## config.mk

```make
export PLATFORM = sky130hd
export DESIGN_NAME = i2c_target
export DESIGN_NICKNAME = d
export VERILOG_FILES = /design/src/rtl/i2c_target.sv
export SDC_FILE = /design/constraint.sdc
export NUM_CORES = 1
export LEC_CHECK = 0
export BUFFER_PORTS_ARGS = -buffer_cell sky130_fd_sc_hd__buf_4
export CORE_ASPECT_RATIO = 2
export CORE_UTILIZATION = 23
export CTS_CLUSTER_DIAMETER = 100
export DETAILED_ROUTE_END_ITERATION = 8
export PLACE_DENSITY = 0.47
export REMOVE_ABC_BUFFERS = 1
export SYNTH_ARGS = -nofsm -noshare
export SYNTH_HDL_FRONTEND = slang
export SYNTH_SLANG_ARGS = --single-unit
```

## constraint.sdc

```tcl
create_clock -name i_clk -period 6.5 [get_ports i_clk]
set_input_delay 0.325 -clock i_clk [delete_from_list [all_inputs] [get_ports i_clk]]
set_output_delay 0.325 -clock i_clk [all_outputs]
set_load 0.02 [all_outputs]
```

## src/rtl/i2c_target.sv

```systemverilog
// i2c_target: I2C target at a fixed 7-bit address with byte-wide receive/transmit handshakes.
// Define I2C_TARGET_STRETCH_EN to hold SCL low on reads until i_tx_valid supplies the byte.
module i2c_target #(
  parameter logic [6:0] TARGET_ADDR = 7'h50
) (
  input  logic       i_clk,
  input  logic       i_rst,
  input  logic       i_scl,
  input  logic       i_sda,
  output logic       o_scl_oe,
  output logic       o_sda_oe,
  output logic [7:0] o_rx_data,
  output logic       o_rx_valid,
  output logic       o_tx_req,
  input  logic [7:0] i_tx_data,
  input  logic       i_tx_valid,
  output logic       o_start,
  output logic       o_stop,
  output logic       o_busy,
  output logic       o_rw
);

  typedef enum logic [2:0] {IDLE, ADDR, ADDR_ACK, RX, RX_ACK, TX, TX_ACK, WAIT_STOP} state_t;

  state_t     state_reg, state_next;
  logic [1:0] scl_sync_reg, sda_sync_reg;
  logic       scl_dly_reg, sda_dly_reg;
  logic [3:0] bit_cnt_reg, bit_cnt_next;
  logic [7:0] shift_reg, shift_next;
  logic [7:0] rx_data_reg, rx_data_next;
  logic       sda_oe_reg, sda_oe_next;
  logic       rx_valid_reg, rx_valid_next;
  logic       start_reg, start_next;
  logic       stop_reg, stop_next;
  logic       busy_reg, busy_next;
  logic       rw_reg, rw_next;
  logic       tx_req, load_tx;
`ifdef I2C_TARGET_STRETCH_EN
  logic       scl_oe_reg, scl_oe_next;
  logic       hold_reg, hold_next;
`endif

  logic scl_s, sda_s, scl_rise, scl_fall, start_det, stop_det;
  assign scl_s     = scl_sync_reg[1];
  assign sda_s     = sda_sync_reg[1];
  assign scl_rise  = scl_s & ~scl_dly_reg;
  assign scl_fall  = ~scl_s & scl_dly_reg;
  assign start_det = scl_s & scl_dly_reg & sda_dly_reg & ~sda_s;
  assign stop_det  = scl_s & scl_dly_reg & ~sda_dly_reg & sda_s;

  always_ff @(posedge i_clk or posedge i_rst) begin
    if (i_rst) begin
      scl_sync_reg <= 2'b11;
      sda_sync_reg <= 2'b11;
      scl_dly_reg  <= 1'b1;
      sda_dly_reg  <= 1'b1;
    end else begin
      scl_sync_reg <= {scl_sync_reg[0], i_scl};
      sda_sync_reg <= {sda_sync_reg[0], i_sda};
      scl_dly_reg  <= scl_sync_reg[1];
      sda_dly_reg  <= sda_sync_reg[1];
    end
  end

  always_ff @(posedge i_clk or posedge i_rst) begin
    if (i_rst) begin
      state_reg    <= IDLE;
      bit_cnt_reg  <= 4'd0;
      shift_reg    <= 8'h00;
      rx_data_reg  <= 8'h00;
      sda_oe_reg   <= 1'b0;
      rx_valid_reg <= 1'b0;
      start_reg    <= 1'b0;
      stop_reg     <= 1'b0;
      busy_reg     <= 1'b0;
      rw_reg       <= 1'b0;
`ifdef I2C_TARGET_STRETCH_EN
      scl_oe_reg   <= 1'b0;
      hold_reg     <= 1'b0;
`endif
    end else begin
      state_reg    <= state_next;
      bit_cnt_reg  <= bit_cnt_next;
      shift_reg    <= shift_next;
      rx_data_reg  <= rx_data_next;
      sda_oe_reg   <= sda_oe_next;
      rx_valid_reg <= rx_valid_next;
      start_reg    <= start_next;
      stop_reg     <= stop_next;
      busy_reg     <= busy_next;
      rw_reg       <= rw_next;
`ifdef I2C_TARGET_STRETCH_EN
      scl_oe_reg   <= scl_oe_next;
      hold_reg     <= hold_next;
`endif
    end
  end

  always_comb begin
    state_next    = state_reg;
    bit_cnt_next  = bit_cnt_reg;
    shift_next    = shift_reg;
    rx_data_next  = rx_data_reg;
    sda_oe_next   = sda_oe_reg;
    rx_valid_next = 1'b0;
    start_next    = 1'b0;
    stop_next     = 1'b0;
    busy_next     = busy_reg;
    rw_next       = rw_reg;
    tx_req        = 1'b0;
    load_tx       = 1'b0;
`ifdef I2C_TARGET_STRETCH_EN
    scl_oe_next   = scl_oe_reg;
    hold_next     = hold_reg;
`endif
    case (state_reg)
      ADDR: if (scl_rise) begin
        shift_next   = {shift_reg[6:0], sda_s};
        bit_cnt_next = bit_cnt_reg + 4'd1;
        if (bit_cnt_reg == 4'd7) begin
          bit_cnt_next = 4'd0;
          // Seven address bits are already shifted in; the bit on this edge is R/W.
          if (shift_reg[6:0] == TARGET_ADDR) begin
            state_next = ADDR_ACK;
            rw_next    = sda_s;
            busy_next  = 1'b1;
          end else begin
            state_next = WAIT_STOP;
          end
        end
      end
      ADDR_ACK, RX_ACK: if (scl_fall) begin
        // sda_oe_reg doubles as the phase flag: first fall starts the ACK, second ends it.
        if (!sda_oe_reg) begin
          sda_oe_next = 1'b1;
        end else begin
          sda_oe_next = 1'b0;
          if (state_reg == ADDR_ACK && rw_reg) load_tx = 1'b1;
          else state_next = RX;
        end
      end
      RX: if (scl_rise) begin
        shift_next   = {shift_reg[6:0], sda_s};
        bit_cnt_next = bit_cnt_reg + 4'd1;
        if (bit_cnt_reg == 4'd7) begin
          rx_data_next  = {shift_reg[6:0], sda_s};
          rx_valid_next = 1'b1;
          bit_cnt_next  = 4'd0;
          state_next    = RX_ACK;
        end
      end
      TX: begin
`ifdef I2C_TARGET_STRETCH_EN
        if (hold_reg) begin
          if (i_tx_valid) begin
            hold_next   = 1'b0;
            shift_next  = i_tx_data;
            sda_oe_next = ~i_tx_data[7];
          end
        end else if (scl_oe_reg) begin
          scl_oe_next = 1'b0;
        end else
`endif
        if (scl_rise) begin
          bit_cnt_next = bit_cnt_reg + 4'd1;
        end else if (scl_fall) begin
          if (bit_cnt_reg == 4'd8) begin
            sda_oe_next  = 1'b0;
            bit_cnt_next = 4'd0;
            state_next   = TX_ACK;
          end else begin
            shift_next  = {shift_reg[6:0], 1'b0};
            sda_oe_next = ~shift_reg[6];
          end
        end
      end
      TX_ACK: begin
        if (scl_rise) begin
          if (sda_s) state_next = WAIT_STOP;
          else bit_cnt_next = 4'd1;
        end else if (scl_fall && bit_cnt_reg == 4'd1) begin
          load_tx = 1'b1;
        end
      end
      default: ;
    endcase

    if (load_tx) begin
      tx_req       = 1'b1;
      state_next   = TX;
      bit_cnt_next = 4'd0;
`ifdef I2C_TARGET_STRETCH_EN
      scl_oe_next  = 1'b1;
      hold_next    = 1'b1;
`else
      shift_next   = i_tx_data;
      sda_oe_next  = ~i_tx_data[7];
`endif
    end

    if (start_det || stop_det) begin
      state_next   = start_det ? ADDR : IDLE;
      start_next   = start_det;
      stop_next    = stop_det;
      bit_cnt_next = 4'd0;
      sda_oe_next  = 1'b0;
      busy_next    = 1'b0;
      tx_req       = 1'b0;
`ifdef I2C_TARGET_STRETCH_EN
      scl_oe_next  = 1'b0;
      hold_next    = 1'b0;
`endif
    end
  end

`ifdef I2C_TARGET_STRETCH_EN
  assign o_scl_oe = scl_oe_reg;
`else
  logic unused_tx_valid;
  assign unused_tx_valid = i_tx_valid;
  assign o_scl_oe        = 1'b0;
`endif
  // A repeated START lets go of SDA in its detection cycle, ahead of the register update.
  assign o_sda_oe   = sda_oe_reg & ~start_det;
  assign o_rx_data  = rx_data_reg;
  assign o_rx_valid = rx_valid_reg;
  assign o_tx_req   = tx_req;
  assign o_start    = start_reg;
  assign o_stop     = stop_reg;
  assign o_busy     = busy_reg;
  assign o_rw       = rw_reg;

endmodule
```

==> flow_summary_export.csv <==
group,metric,value,unit
clocking,path_clk_slew,0.06,ns
grt,grt_usage,0.126,
pwr,power_density,426,mW/mm2
drt,drtAntennaViolNets,0,
floorplan,start_util,0.238,
finish,largest_reg_flops,8,
grt,top_usage_layer,"met2",
drt,wl_per_cell,16.2,um
grt,grt_pass1_vias,1627,
clocking,h-tree-depth,2,
sta,maxSlewViolCount,0,
status,status,"complete, no violations",
floorplan,io_pins,29,
clocking,cts_setup_buffers,0,
sta,fin_worst_skew,0.00430,ns
placement,hpwl,3720,um
setup_path,start_kind,"register",
drt,vias_per_cell,4.95,
sta,hold_ws,0.142,ns
sta,fin_tns_setup,0,ns
clocking,ctsResizeCount,0,
drt,drt_pass1_iterations,4,
drt,drc,0,
grt,grt_overflow,0,
logic_synthesis,yosysSeqAreaShare,0.431,
drt,wl,5110,um
finish,final_cell_area,0.00241,mm2
setup_path,r2r_end,"bit_cnt_reg[0]$_DFFE_PP0P_",
clocking,postCtsHoldBufs,0,
pwr,p_total,1.03,mW
grt,grt_pass1_wl,8160,um
setup_path,crit_type,"register to register",
grt,antenna_found_initial,0,
clocking,clockBufferDepth,2,
clocking,ctsRootBufferMaster,"clkbuf_16",
logic_synthesis,synth_edf_count,0,
floorplan,fp.coreArea,0.00835,mm2
sta,fmax,403,MHz
placement,place_area,0.00227,mm2
sta,relSlewSlack,0.496,
placement,gp_congestion,0.878,
clocking,numCtsBuffers,5,
setup_path,cp-end-kind,"register",
floorplan,die_area,0.00905,mm2
sta,hold_viol_final,0,
floorplan,die_h,134,um
grt,gr-usage-met2,0.229,
sta,finalSetupViolCount,0,
logic_synthesis,syn_area_per_cell,10.4,um2
clocking,cts_tree,"built",
sta,worst_slack,4.02,ns
sta,finalCriticalPeriod,2.48,ns
placement,port_buffers,26,
flow_run,max_cap_violations,0,
placement,place_ws,4.05,ns
sta,rsz0062_at_grt,"no",
worst_hold_path,worstHoldPathType,"primary input to async pin",
logic_synthesis,ys.flop_type,"dfrtp_1",
floorplan,rows,47,
logic_synthesis,synth_cells,192,
drt,drtIter0Drc,27,
setup_path,r2r_cells,6,
logic_synthesis,post_synth_num_cell_types,62,
finish,syn2layout_area_growth,21.2,%
sta,worstMarginPinSlew,0.755,ns
grt,grt.met3_usage,0.0197,
finish,n_fill_cell,915,
setup_path,required,6.67,ns
setup_path,critPathArrivalTime,2.65,ns
sta,period_share,0.382,
clocking,clk_latency,0.29,ns
drt,vias,1558,
setup_path,reg2reg_from,"state_reg[2]$_DFFE_PP0P_",
floorplan,die_w,67.8,um
logic_synthesis,ys_warn_count,0,
grt,grtUsageMet1,0.117,
finish,drive_above_1_share,0.304,
logic_synthesis,synth_area,0.00199,mm2
finish,multiInputGateArea,0.00105,mm2
pwr,ir_drop,0.215,mV
finish,ff_latch_area,858,um2
setup_path,startpoint,"state_reg[2]$_DFFE_PP0P_",
logic_synthesis,synth_seq_cells,34,
setup_path,critPathMaxFanout,25,
clocking,cts_num_sinks,34,
pwr,cellLeakagePower,1.09,nW
finish,final_nets,232,
setup_path,ff2ff_setup_slack,4.02,ns
grt,grt_max_degree,35,
finish,diodes,0,
logic_synthesis,async_reset_ff_frac,1.00,
cell usage after synthesis, types with 2 or more instances:
cell	number	area, um2
a2111oi_0	2	17.5
nand3_1	3	15.0
buf_2	4	20.0
mux2_2	10	113
o21ai_1	2	10.0
and3_1	2	12.5
nor3b_1	4	30.0
o21ai_0	16	80.1
clkbuf_1	3	11.3
ha_1	3	37.5
and3b_1	2	17.5
a21oi_1	5	25.0
nand2_1	18	67.6
nand2b_1	5	31.3
dfstp_2	6	158
mux2i_1	7	70.1
inv_1	7	26.3
buf_4	2	15.0
nor2_1	6	22.5
or2_2	2	12.5
or3_1	2	12.5
nor2b_1	6	37.5
o21bai_1	2	15.0
nor3_1	2	10.0
o22ai_1	2	12.5
o211ai_4	2	42.5
mux2_4	4	60.1
dfrtp_1	28	701
and2_1	2	12.5
per-stage QoR:
step,util,std cells
after floorplan,-,182
after global placement,0.271,307
after detailed placement,0.271,307
after CTS,0.289,315
after global routing,0.289,315
final,0.289,315
worst max-delay path by stage:
stage                                             to  cells after the start
final                     bit_cnt_reg[0]$_DFFE_PP0P_                      6
after global routing      bit_cnt_reg[0]$_DFFE_PP0P_                      6
after CTS                 bit_cnt_reg[0]$_DFFE_PP0P_                      6
after detailed placement  bit_cnt_reg[0]$_DFFE_PP0P_                      6
after global placement    bit_cnt_reg[0]$_DFFE_PP0P_                      6
after floorplan             state_reg[0]$_DFFE_PP0P_                      6
cell families (layout without fill, tap and decap cells):
group / after synthesis / after routing / share of synthesized area
compound gates: 48 / 48 / 0.182
xor+xnor: 1 / 1 / 0.00440
fa+ha+maj: 4 / 4 / 0.0239
buf+inv: 18 / 43 / 0.0415
flops: 34 / 34 / 0.431
mux: 21 / 21 / 0.122
other cells: 1 / 1 / 0.00188
simple gates: 65 / 65 / 0.193
power by group:
group | internal (mW) | total [mW] | switching, mW
combinational | 0.212 | 0.404 | 0.193
sequential | 0.270 | 0.378 | 0.108
clock | 0.152 | 0.247 | 0.0949
layout by cell type (no fill, tap or decap), types with 5 or more instances in the layout:
master / instances
nor2_1: 6
o21ai_0: 16
nand2b_1: 5
dfrtp_1: 28
buf_4: 27
nor2b_1: 6
clkbuf_16: 5
mux2_2: 10
a21oi_1: 5
mux2i_1: 7
inv_1: 7
nand2_1: 18
dfstp_2: 6
critical path, stage by stage, from the launching register on:
cell and delay, ns:
dfrtp_1 0.83, and3b_1 0.29, o211ai_4 0.23, inv_4 0.14, a311oi_4 0.46, nor2_2 0.10
mux2_4 0.31
layer usage:
layer,wire [um],vias up
li1,-,738
met4,236,0
met5,0,-
met1,1830,762
met2,2900,39
met3,155,19
final cells by class:
type                    count  share of cell area
multi-input cells         140               0.435
flip-flops and latches     34               0.356
clock buffers               7              0.0591
clock inverters             1             0.00207
repair buffers             27              0.0840
well taps                  98              0.0508
inverters                   8              0.0135
No activity file was read; power rests on OpenSTA's default activity.
